**config.mk**
```make
export PLATFORM = sky130hd
export DESIGN_NAME = gcd_requester
export DESIGN_NICKNAME = d
export VERILOG_FILES = /design/src/rtl/gcd_pkg.sv /design/src/rtl/gcd_req_timer.sv /design/src/rtl/gcd_requester.sv
export SDC_FILE = /design/constraint.sdc
export NUM_CORES = 1
export LEC_CHECK = 0
export ABC_AREA = 1
export CORE_ASPECT_RATIO = 0.75
export CORE_MARGIN = 5
export CORE_UTILIZATION = 42
export DETAILED_ROUTE_END_ITERATION = 8
export PLACE_DENSITY = 0.84
export REMOVE_ABC_BUFFERS = 1
export SLEW_MARGIN = 20
export SYNTH_ARGS = -nofsm -noshare
export SYNTH_HDL_FRONTEND = slang
export SYNTH_HIERARCHICAL = 1
export SYNTH_SLANG_ARGS = --single-unit
```
**constraint.sdc**
```tcl
create_clock -name clk -period 2.4 [get_ports clk]
set_input_delay 0.48 -clock clk [delete_from_list [all_inputs] [get_ports clk]]
set_output_delay 0.48 -clock clk [all_outputs]
set_load 0.01 [all_outputs]
```
**src/rtl/gcd_pkg.sv**
```systemverilog
// ---------------------------------------------------------------------------
// gcd_pkg
// Shared definitions for the gcd unit and its requester.
//   GCD_W            operand/result width used by both blocks
//   REQ_*_IDX        bit positions of the requester's one-hot state vector
//   req_state_e      one-hot state type of the requester FSM
// ---------------------------------------------------------------------------
package gcd_pkg;

  localparam int GCD_W = 8;

  localparam int REQ_IDLE_IDX  = 0;
  localparam int REQ_ISSUE_IDX = 1;
  localparam int REQ_WAIT_IDX  = 2;
  localparam int REQ_RESP_IDX  = 3;
  localparam int REQ_NSTATES   = 4;

  // Each encoding sets exactly the bit named by the matching *_IDX constant.
  typedef enum logic [REQ_NSTATES-1:0] {
    REQ_IDLE  = 4'b0001,
    REQ_ISSUE = 4'b0010,
    REQ_WAIT  = 4'b0100,
    REQ_RESP  = 4'b1000
  } req_state_e;

endpackage

```
**src/rtl/gcd_req_timer.sv**
```systemverilog
// ---------------------------------------------------------------------------
// gcd_req_timer
// Wait-cycle counter for the gcd requester's timeout abort. Only instantiated
// when GCD_REQ_TIMEOUT_EN is defined.
//   clk       clock, rising edge
//   rst_n     asynchronous active-low reset
//   clr_i     clear the count (issue cycle)
//   en_i      count this cycle (waiting, done not yet seen)
//   expire_o  high on the counting cycle that brings the count to TIMEOUT
// ---------------------------------------------------------------------------
module gcd_req_timer #(
  parameter int TIMEOUT = 64
) (
  input  logic clk,
  input  logic rst_n,
  input  logic clr_i,
  input  logic en_i,
  output logic expire_o
);

  localparam int CNT_W = $clog2(TIMEOUT + 1);

  logic [CNT_W-1:0] cnt_q;
  logic [CNT_W-1:0] cnt_d;

  always_comb begin
    cnt_d = cnt_q;
    if (clr_i) begin
      cnt_d = '0;
    end else if (en_i) begin
      cnt_d = cnt_q + CNT_W'(1);
    end
  end

  always_ff @(posedge clk or negedge rst_n) begin
    if (!rst_n) begin
      cnt_q <= '0;
    end else begin
      cnt_q <= cnt_d;
    end
  end

  // The count sits at k during the (k+1)-th waiting cycle, so flagging at
  // TIMEOUT-1 makes the wait last exactly TIMEOUT cycles.
  assign expire_o = en_i && (cnt_q == CNT_W'(TIMEOUT - 1));

endmodule

```
**src/rtl/gcd_requester.sv**
```systemverilog
// ---------------------------------------------------------------------------
// gcd_requester
// Initiator-side sequencer for one gcd unit: accepts an operand pair on a
// valid/ready request channel, pulses the unit's start for one cycle, waits
// for its sticky done flag and returns the result on a valid/ready response
// channel together with the job tag.
//
// Optional feature macro: GCD_REQ_TIMEOUT_EN
//   defined   -> abort a job after TIMEOUT wait cycles (rsp_err = 1, ret = 0)
//   undefined -> wait for done indefinitely, rsp_err tied to 0
//
// Ports:
//   clk, rst_n                    clock / asynchronous active-low reset
//   req_valid, req_ready          request handshake
//   req_a, req_b, req_tag         operands and job tag
//   rsp_valid, rsp_ready          response handshake
//   rsp_ret, rsp_tag, rsp_err     result, echoed tag, timeout flag
//   gcd_start, gcd_a, gcd_b       to the gcd unit (start, a_in, b_in)
//   gcd_done, gcd_ret             from the gcd unit (done_out, ret_out)
//   busy                          high whenever not idle
// ---------------------------------------------------------------------------
module gcd_requester
  import gcd_pkg::*;
#(
  parameter int W       = GCD_W,
  parameter int TAG_W   = 4,
  parameter int TIMEOUT = 64
) (
  input  logic             clk,
  input  logic             rst_n,
  input  logic             req_valid,
  output logic             req_ready,
  input  logic [W-1:0]     req_a,
  input  logic [W-1:0]     req_b,
  input  logic [TAG_W-1:0] req_tag,
  output logic             rsp_valid,
  input  logic             rsp_ready,
  output logic [W-1:0]     rsp_ret,
  output logic [TAG_W-1:0] rsp_tag,
  output logic             rsp_err,
  output logic             gcd_start,
  output logic [W-1:0]     gcd_a,
  output logic [W-1:0]     gcd_b,
  input  logic             gcd_done,
  input  logic [W-1:0]     gcd_ret,
  output logic             busy
);

  if (TIMEOUT < 8 || TIMEOUT > 255) begin : g_bad_timeout
    $error("gcd_requester: TIMEOUT must lie in 8..255");
  end

  req_state_e state_q;
  req_state_e state_d;

  logic             in_idle;
  logic             in_issue;
  logic             in_wait;
  logic             in_resp;
  logic             accept;
  logic             timeout_expire;

  logic [W-1:0]     op_a_q, op_a_d;
  logic [W-1:0]     op_b_q, op_b_d;
  logic [TAG_W-1:0] tag_q, tag_d;
  logic [W-1:0]     ret_q, ret_d;

  assign in_idle  = state_q[REQ_IDLE_IDX];
  assign in_issue = state_q[REQ_ISSUE_IDX];
  assign in_wait  = state_q[REQ_WAIT_IDX];
  assign in_resp  = state_q[REQ_RESP_IDX];
  assign accept   = in_idle && req_valid;

  // -------------------------------------------------------------------------
  // FSM: state register
  // -------------------------------------------------------------------------
  always_ff @(posedge clk or negedge rst_n) begin
    if (!rst_n) begin
      state_q <= REQ_IDLE;
    end else begin
      state_q <= state_d;
    end
  end

  // -------------------------------------------------------------------------
  // FSM: next state
  // gcd_done is only looked at in WAIT: the unit's flag is sticky from the
  // previous job and only drops the cycle after start, which is the first
  // WAIT cycle.
  // -------------------------------------------------------------------------
  always_comb begin
    state_d = state_q;
    if (in_idle) begin
      if (req_valid) state_d = REQ_ISSUE;
    end else if (in_issue) begin
      state_d = REQ_WAIT;
    end else if (in_wait) begin
      if (gcd_done || timeout_expire) state_d = REQ_RESP;
    end else if (in_resp) begin
      if (rsp_ready) state_d = REQ_IDLE;
    end else begin
      state_d = REQ_IDLE;
    end
  end

  // -------------------------------------------------------------------------
  // FSM: outputs
  // -------------------------------------------------------------------------
  always_comb begin
    req_ready = in_idle;
    gcd_start = in_issue;
    rsp_valid = in_resp;
    busy      = !in_idle;
  end

  // -------------------------------------------------------------------------
  // Job and result registers
  // -------------------------------------------------------------------------
  always_comb begin
    op_a_d = op_a_q;
    op_b_d = op_b_q;
    tag_d  = tag_q;
    ret_d  = ret_q;
    if (accept) begin
      op_a_d = req_a;
      op_b_d = req_b;
      tag_d  = req_tag;
    end
    // Done has priority over a simultaneous timeout expiry.
    if (in_wait) begin
      if (gcd_done) begin
        ret_d = gcd_ret;
      end else if (timeout_expire) begin
        ret_d = '0;
      end
    end
  end

  always_ff @(posedge clk or negedge rst_n) begin
    if (!rst_n) begin
      op_a_q <= '0;
      op_b_q <= '0;
      tag_q  <= '0;
      ret_q  <= '0;
    end else begin
      op_a_q <= op_a_d;
      op_b_q <= op_b_d;
      tag_q  <= tag_d;
      ret_q  <= ret_d;
    end
  end

  // The captured operands feed the unit directly; they only change on an
  // accept, so they are stable through ISSUE and WAIT.
  assign gcd_a   = op_a_q;
  assign gcd_b   = op_b_q;
  assign rsp_ret = ret_q;
  assign rsp_tag = tag_q;

  // -------------------------------------------------------------------------
  // Optional timeout
  // -------------------------------------------------------------------------
`ifdef GCD_REQ_TIMEOUT_EN
  logic err_q, err_d;

  gcd_req_timer #(
    .TIMEOUT (TIMEOUT)
  ) u_timer (
    .clk      (clk),
    .rst_n    (rst_n),
    .clr_i    (in_issue),
    .en_i     (in_wait && !gcd_done),
    .expire_o (timeout_expire)
  );

  always_comb begin
    err_d = err_q;
    if (in_wait) begin
      if (gcd_done) begin
        err_d = 1'b0;
      end else if (timeout_expire) begin
        err_d = 1'b1;
      end
    end
  end

  always_ff @(posedge clk or negedge rst_n) begin
    if (!rst_n) begin
      err_q <= 1'b0;
    end else begin
      err_q <= err_d;
    end
  end

  assign rsp_err = err_q;
`else
  assign timeout_expire = 1'b0;
  assign rsp_err        = 1'b0;
`endif

endmodule

```
# After elaboration in Yosys (flattened, before gate mapping)
# Cells that the tools add are included.
# word_totals
register_bits	32
input_bits	33
word_cells	20
# op_classes
eq_ne	2
n_mux	7
reduce_logical	4
# ops
operator	n
$mux 4	7
$ne 4x4->1 const B	1
$reduce_and 2->1	2
$ne 2x2->1 const B	1
$logic_and 1x1->1	1
$logic_not 1->1	1

# Longest topological paths before layout
# Gate-level depths: netlist of run 1.
# logic_depth
depth_word	5
mapped_depth	6
ltp_nobuf	5

# Worst setup path after synthesis of run 1
# Ideal clock, no wire load.
# synth_timing
path_kind	register to output
start	reg state_q[0]
end	out busy
arrival_ps	675
path_slack_ps	1245
path_stages_with_launch	2
cell_sequence	dfstp_2 -> inv_1
# synth_between
elab_chain_len	1
# synth_lines
item	line	text
from (decl)	gcd_requester.sv:53	req_state_e state_q;
from (signal assigned)	gcd_requester.sv:81	state_q <= state_d;
$logic_not 1->1	gcd_requester.sv:113	busy = !in_idle;
to (decl)	gcd_requester.sv:46	output logic busy
# No other way between the ends.

# Final worst setup path of run 1
# Ends and elaborated chain as after synthesis.

==> flow_summary.toml, run 1 <==
[worst_setup_path]
timing.reg2reg.setup_slack_ns = 1.18
rr_endpoint = "state_q[3]"
worstPathMaxFanout = 6
required_ns = 1.92
r2r_cells = 5
arrival_ns = 1.41
endpoint = "busy"
rr_startpoint = "state_q[0]"
critPathCaptureType = "primary output"
crit_path_start_kind = "register"
criticalPathCategory = "reg2out"
crit_start = "state_q[0]"

[power]
p_seq_share_pct = 37.9
swShare_pct = 33.0
power_switching_uw = 842
pwr-share-clk_pct = 19.5
p_per_area_nw_per_um2 = 1250
peakVddDrop_uv = 916
p_leak_uw = 0.00102
p_comb_share_pct = 42.7
intPower_uw = 1710

[floorplan]
fp.coreArea_um2 = 2940
initial_utilization_pct = 43.9
dieWidth_um = 74.0
placementRows = 17
dieArea_um2 = 4290
fp.dieH_um = 58.0
io_pins = 66

[finish]
final_nets = 248
syn_to_final_growth_pct = 58.6
instances_no_fill = 254
fillers = 256
num_antenna_cells = 0
regArea_um2 = 802
drive_above_1_share_pct = 5.56
multi_input_area_um2 = 403

[route]
wl_mm = 3.15
viasPerCell = 4.46
vias = 1132
drc = 0
post_drt_wl_per_cell_um = 12.4
ant_nets = 0
drt_pass1_iterations = 4
first_iter_violations = 66

[clock_tree]
clk_root_buffer_cell = "clkbuf_8"
cts_htree_levels = 2
clk_pin_slew_ns = 0.07
cts_tree = "done"
cts_inserted_buffers = 5
post_cts_resized = 0
hold_buffers = 0
cts_setup_buffers = 0
cts_sinks = 32
clock_path_buffers = 2
clk_latency_ns = 0.28

[global_route]
globalRoute.totalOverflow = 0
antenna_found_initial = 0
grt_pass1_vias = 1089
grt_max_degree = 33
track_usage_pct = 15.6
grt_pass1_wl_mm = 5.11

[yosys]
netlist_area_um2 = 1290
synth_cell_types = 14
post_synth_inst_count = 149
seq_area_frac_synth_pct = 62.2
ys_ff_latch = 32
avgSynthCellArea_um2 = 8.66
yosys_warnings = 6

[run_status]
status = "complete, no violations"

[timing]
drv_slew = 0
fin_worst_skew_ns = 0.00954
fmax_mhz = 529
rsz0062_at_grt = "false"
hold_violations = 0
fin_setup_tns_ns = 0
finalSetupViolCount = 0
fin_crit_sh_pct = 78.8
timing.final.crit_period_ns = 1.89

[place]
dp_cells = 246
place_hpwl_mm = 2.34
port_buffers = 64
gp_congestion = 0.783

[flow_run]
max_cap_viol_count = 0

[min_path]
holdCritPathClass = "reg2reg"
==> through the flow <==
step	hold slack, ns	total power, uW	worst slack, ns	instance area, um^2	util (%)
after floorplan	0.184	1390	1.08	1230	-
after global placement	0.458	2050	0.742	1940	66.0
after detailed placement	0.463	2080	0.729	1940	66.0
after CTS	0.481	2590	0.491	2050	69.7
after global routing	0.493	2740	0.456	2050	69.7
final	0.474	2550	0.509	2050	69.7
==> routing by layer <==
metal	vias to the layer above	track usage [%]	wire [um]
li1	578	-	-
met1	515	20.9	1450
met2	37	24.5	1460
met3	2	5.72	226
met4	0	3.10	11
met5	-	0	0
==> critical path, cell delays in order, from the launching register on <==
cell	delay, ns
dfstp_2	0.58
inv_1	0.08
clkdlybuf4s50_1	0.48
==> area by class of cell <==
cell class	count	share of cell area [%]
flip-flops and latches	32	39.2
repair buffers	66	32.0
multi-input cells	102	19.7
clock buffers	6	3.55
well taps	38	2.32
clock inverters	2	1.71
inverters	8	1.47
==> how the worst min path moves through the flow <==
stage | start | end | depth (start not counted)
2_1_floorplan | rst_n | gcd_a[0] | 0
3_3_place_gp | rsp_ret[1] | rsp_ret[1] | 2
6_report | rsp_ret[4] | rsp_ret[4] | 2
3_5_place_dp | rsp_ret[6] | rsp_ret[6] | 2
5_1_grt | rsp_ret[7] | rsp_ret[7] | 2
4_1_cts | rsp_ret[4] | rsp_ret[4] | 2
==> state kept, by name, summed over array words and instances, names as in the netlist <==
name,count
rsp_tag,4
gcd_b,8
rsp_ret,8
state_q,4
gcd_a,8
==> cell usage in the layout (no fill, tap or decap), drive strengths merged <==
master | netlist | routed
buf | 7 | 2
conb | 1 | 1
dfrtp | 31 | 31
bufinv | 0 | 1
nand3 | 10 | 10
clkbuf | 0 | 6
inv | 8 | 8
clkdlybuf4s50 | 0 | 64
nor2 | 3 | 3
a21oi | 1 | 1
dfstp | 1 | 1
o21ai | 3 | 3
clkinv | 0 | 1
nand2 | 84 | 84
==> cell families (layout without fill, tap and decap cells) <==
kind of cell | after synthesis | count (layout) | synth area share [%]
simple gates | 97 | 97 | 29.4
flops | 32 | 32 | 62.2
buf+inv | 15 | 82 | 6.60
compound gates | 4 | 4 | 1.55
other cells | 1 | 1 | 0.291
==> power groups by stage <==
stage                     combinational, uW  clock [uW]  sequential [uW]
after floorplan                         315           0             1070
after global routing                   1200         534             1000
final                                  1090         497              966
after CTS                              1110         508              969
after detailed placement               1110           0              974
after global placement                 1080           0              963
==> cells in the mapped netlist (all sizes together) <==
master | number | area (um^2)
buf | 7 | 55.1
conb | 1 | 3.75
dfstp | 1 | 26.3
nand2 | 84 | 318
o21ai | 3 | 15.0
a21oi | 1 | 5.00
dfrtp | 31 | 776
inv | 8 | 30.0
nor2 | 3 | 11.3
nand3 | 10 | 50.1
(Power assumes the default switching activity.)
==> run 2, diff against run 1 <==
Settings changed: CORE_UTILIZATION 42 to 35, PLACE_DENSITY 0.84 to 0.75.
Clock period 2.4 ns to 1.7 ns, I/O delays scaled along.
==> run 2 against run 1 <==
Net effect: combinational power up 42%; non-clock buffer count up 2; sequential power up 40%; clock power up 4.4%; cell area up 0.61%; via count up 1.9%.
==> flow_summary.toml, run 2 (synthesized netlist as in run 1, its figures left out) <==
[clock_tree]
clk_root_buffer_cell = "clkbuf_8"
cts_inserted_buffers = 5
clock_path_buffers = 2
cts_tree = "done"
clk_pin_slew_ns = 0.06
hold_buffers = 0
cts_sinks = 32
cts_htree_levels = 2
clk_latency_ns = 0.27

[worst_setup_path]
r2r_cells = 5
cp_num_buf_inv = 2
crit_path_cell_trace = "inv_1, dlygate4sd2_1"
critPathCaptureType = "primary output"
timing.reg2reg.setup_slack_ns = 0.55
worstPathMaxFanout = 6
required_ns = 1.36
rr_endpoint = "gcd_a[0]"
rr_startpoint = "state_q[0]"
criticalPathCategory = "reg2out"
cpLargestDelayFamily = "flip-flops"
crit_path_start_kind = "register"
max_stage_delay_ns = 0.58
critPathSlowestCell = "dfstp_2"
arrival_ns = 1.21

[timing]
drv_slew = 0
fin_worst_skew_ns = 0.00342
fin_crit_sh_pct = 90.9
rsz0062_at_grt = "false"
timing.final.crit_period_ns = 1.55
fmax_mhz = 647
setup_ws_ns = 0.154
hold_violations = 0
finalSetupViolCount = 0
fin_setup_tns_ns = 0

[floorplan]
placementRows = 19
initial_utilization_pct = 35.7
dieWidth_um = 80.1
dieArea_um2 = 5010
fp.dieH_um = 62.6
io_pins = 66
fp.coreArea_um2 = 3610

[finish]
final_nets = 250
instances_no_fill = 269
syn_to_final_growth_pct = 59.6
drive_above_1_share_pct = 5.99
final_common_cell = "nand2_1"
mostFrequentLayoutCells = "83 x nand2_1, 62 x clkdlybuf4s50_1, 31 x dfrtp_1, 10 x nand3_1, 7 x inv_1"
num_antenna_cells = 0

[power]
p_per_area_nw_per_um2 = 1660
peakVddDrop_uv = 816
power.total_uw = 3420
p_leak_uw = 0.00102

[global_route]
busiest_layer = "met2"
globalRoute.totalOverflow = 0
met2_usage_pct = 20.0
grt_pass1_vias = 1139
track_usage_pct = 13.1
grt_pass1_wl_mm = 5.20
met1_usage_pct = 17.1
grt_max_degree = 33
antenna_found_initial = 0
met3_usage_pct = 5.91

[route]
vias = 1153
post_drt_wl_per_cell_um = 11.4
wl_mm = 3.06
ant_nets = 0
drt_pass1_iterations = 4
first_iter_violations = 48
drc = 0
viasPerCell = 4.29

[min_path]
holdCritPathClass = "in2async"

[flow_run]
max_cap_viol_count = 0

[place]
dp_cells = 262
place_hpwl_mm = 2.34
preCtsSetupSlack_ns = 0.244
port_buffers = 64
gp_congestion = 0.686

[run_status]
status = "complete, no violations"
==> run 2: cell types whose count changed in the layout (fill, tap and decap cells not counted) <==
cell             change
buf_12               +1
dlygate4sd2_1        +2
clkdlybuf4s50_1      -2
buf_4                +1
bufinv_16            -1
==> run 2: layout make-up <==
type	instances	area [um^2]
Clock inverter	1	5.00
Tap cell	52	65.1
Inverter	8	30.0
Timing Repair Buffer	68	681
Clock buffer	6	72.6
Multi-Input combinational cell	102	403
Fill cell	353	1560
Sequential cell	32	802
==> run 2: worst max-delay path by stage <==
stage / end / slack (ns) / depth (start not counted) / from
finish: busy / 0.15 / 2 / state_q[0]
global route: busy / 0.09 / 2 / state_q[0]
CTS: busy / 0.14 / 2 / state_q[0]
detailed placement: busy / 0.24 / 2 / state_q[0]
global placement: req_ready / 0.25 / 1 / state_q[0]
floorplan: state_q[3] / 0.38 / 5 / state_q[0]
==> run 2: through the flow <==
step / instance area (um^2) / utilization [%] / hold slack [ns]
5_1_grt: 2060 / 57.0 / 0.496
3_3_place_gp: 1980 / 54.9 / 0.456
4_1_cts: 2060 / 57.0 / 0.470
3_5_place_dp: 1980 / 54.9 / 0.462
2_1_floorplan: 1230 / - / 0.0444
6_report: 2060 / 57.0 / 0.461
==> run 2: what timing repair did <==
action / 4_1_cts / 5_1_grt
hold endpoints to repair: 0 / 0
resized for setup: 2 / 0
setup buffers: 0 / 0
setup endpoints to repair: 2 / 0
==> run 2: metal layers <==
metal,vias to the layer above,wire length (um),part of all wire (%)
li1,583,-,-
met1,526,1380,45
met2,42,1390,46
met3,2,282,9.2
met4,0,8,0.26
met5,-,0,0
==> run 2: power by group <==
part	leakage (uW)	internal (uW)	switching (uW)
Sequential	0.000398	1130	225
Clock	0.0000410	277	241
Combinational	0.000584	860	693
==> run 3, diff against run 2 <==
Settings changed: REMOVE_ABC_BUFFERS 1 to unset.
==> run 3 against run 2 <==
Net effect: maximum frequency decreased by 0.57%; sequential cell count is the same; cell area up 0.12%; sequential share of layout area barely moved; largest cell class unchanged; highest routed layer unchanged.
==> flow_summary.toml, run 3 (synthesized netlist as in run 1, its figures left out) <==
[global_route]
grt_pass1_vias = 1062
globalRoute.totalOverflow = 0
grt_pass1_wl_mm = 4.72
track_usage_pct = 12.3
antenna_found_initial = 0
grt_max_degree = 33

[route]
vias = 1132
post_drt_wl_per_cell_um = 11.0
viasPerCell = 4.19
wl_mm = 2.96
drc = 0
ant_nets = 0
first_iter_violations = 36
drt_pass1_iterations = 4

[floorplan]
dieWidth_um = 80.1
io_pins = 66
dieArea_um2 = 5010
placementRows = 19
fp.dieH_um = 62.6
initial_utilization_pct = 35.7
fp.coreArea_um2 = 3610

[worst_setup_path]
max_stage_delay_ns = 0.58
required_ns = 1.36
cpLargestDelayFamily = "flip-flops"
critPathSlowestCell = "dfstp_2"
rr_endpoint = "gcd_b[4]"
crit_path_cell_trace = "inv_1, dlygate4sd2_1"
arrival_ns = 1.21
crit_start = "state_q[0]"
crit_path_start_kind = "register"
rr_startpoint = "state_q[0]"
cp_num_buf_inv = 2
criticalPathCategory = "reg2out"
worstPathMaxFanout = 6
critPathCaptureType = "primary output"
r2r_cells = 5
timing.reg2reg.setup_slack_ns = 0.58

[finish]
syn_to_final_growth_pct = 59.7
final_common_cell = "nand2_1"
num_antenna_cells = 0
final_nets = 250
drive_above_1_share_pct = 6.88
mostFrequentLayoutCells = "83 x nand2_1, 62 x clkdlybuf4s50_1, 31 x dfrtp_1, 10 x nand3_1, 7 x inv_1"
fillers = 359
fin_area_um2 = 2060

[place]
gp_congestion = 0.724
post_dp_cell_area_um2 = 1970
port_buffers = 64
place_hpwl_mm = 2.18
preCtsSetupSlack_ns = 0.230

[timing]
hold_violations = 0
setup_ws_ns = 0.145
drv_slew = 0
fmax_mhz = 643
rsz0062_at_grt = "false"
fin_worst_skew_ns = 0.00650
timing.final.crit_period_ns = 1.55
fin_setup_tns_ns = 0
finalSetupViolCount = 0
fin_crit_sh_pct = 91.5

[flow_run]
max_cap_viol_count = 0

[clock_tree]
clk_latency_ns = 0.28
clk_root_buffer_cell = "clkbuf_8"
clock_path_buffers = 2
clk_pin_slew_ns = 0.06
cts_htree_levels = 2
cts_tree = "done"
hold_buffers = 0
post_cts_resized = 2
cts_sinks = 32
cts_setup_buffers = 0
cts_inserted_buffers = 5

[power]
p_leak_uw = 0.00103
p_per_area_nw_per_um2 = 1670
peakVddDrop_uv = 959

[yosys]
syn-num-nets = 182

[run_status]
status = "complete, no violations"

[min_path]
holdCritPathClass = "in2async"
## run 3: worst max-delay path by stage
stage,cells past startpoint,endpoint
2_1_floorplan,4,gcd_a[0]
3_3_place_gp,1,req_ready
3_5_place_dp,2,busy
4_1_cts,2,busy
5_1_grt,2,busy
6_report,2,busy
## run 3: area by class of cell
cell class / count / area, um^2 / share of cell area [%]
Sequential cell: 32 / 802 / 38.9
Clock inverter: 2 / 10.0 / 0.486
Timing Repair Buffer: 68 / 668 / 32.4
Inverter: 8 / 30.0 / 1.46
Clock buffer: 6 / 82.6 / 4.01
Tap cell: 52 / 65.1 / 3.16
Multi-Input combinational cell: 102 / 403 / 19.6
## run 3: worst reg2reg max path, delay by kind of cell (launching register included)
family | cells | cell delay, ns
flops | 1 | 0.58
buf+inv | 2 | 0.26
simple gates | 3 | 0.23
## run 3: layer usage
layer / up-vias / wire (um) / share of wire (%) / track usage (%)
met2: 33 / 1400 / 47 / 20.6
met3: 4 / 226 / 7.6 / 5.04
met4: 0 / 42 / 1.4 / 5.06
li1: 582 / - / - / -
met5: - / 0 / 0 / 0
met1: 513 / 1290 / 43 / 13.8
## run 3: per-stage QoR
step	hold slack (ns)	power, uW	std cells	utilization [%]
2_1_floorplan	0.0444	2020	149	-
3_3_place_gp	0.454	2900	262	54.5
3_5_place_dp	0.457	2930	262	54.5
4_1_cts	0.461	3520	270	57.0
5_1_grt	0.495	3720	270	57.0
6_report	0.451	3450	270	57.0
## run 3: power breakdown
group          switching, uW  leakage (uW)  total [uW]  internal (uW)
Clock                    259     0.0000510         581            322
Sequential               220      0.000398        1350           1130
Combinational            678      0.000581        1520            843
Total                   1160       0.00103        3450           2290
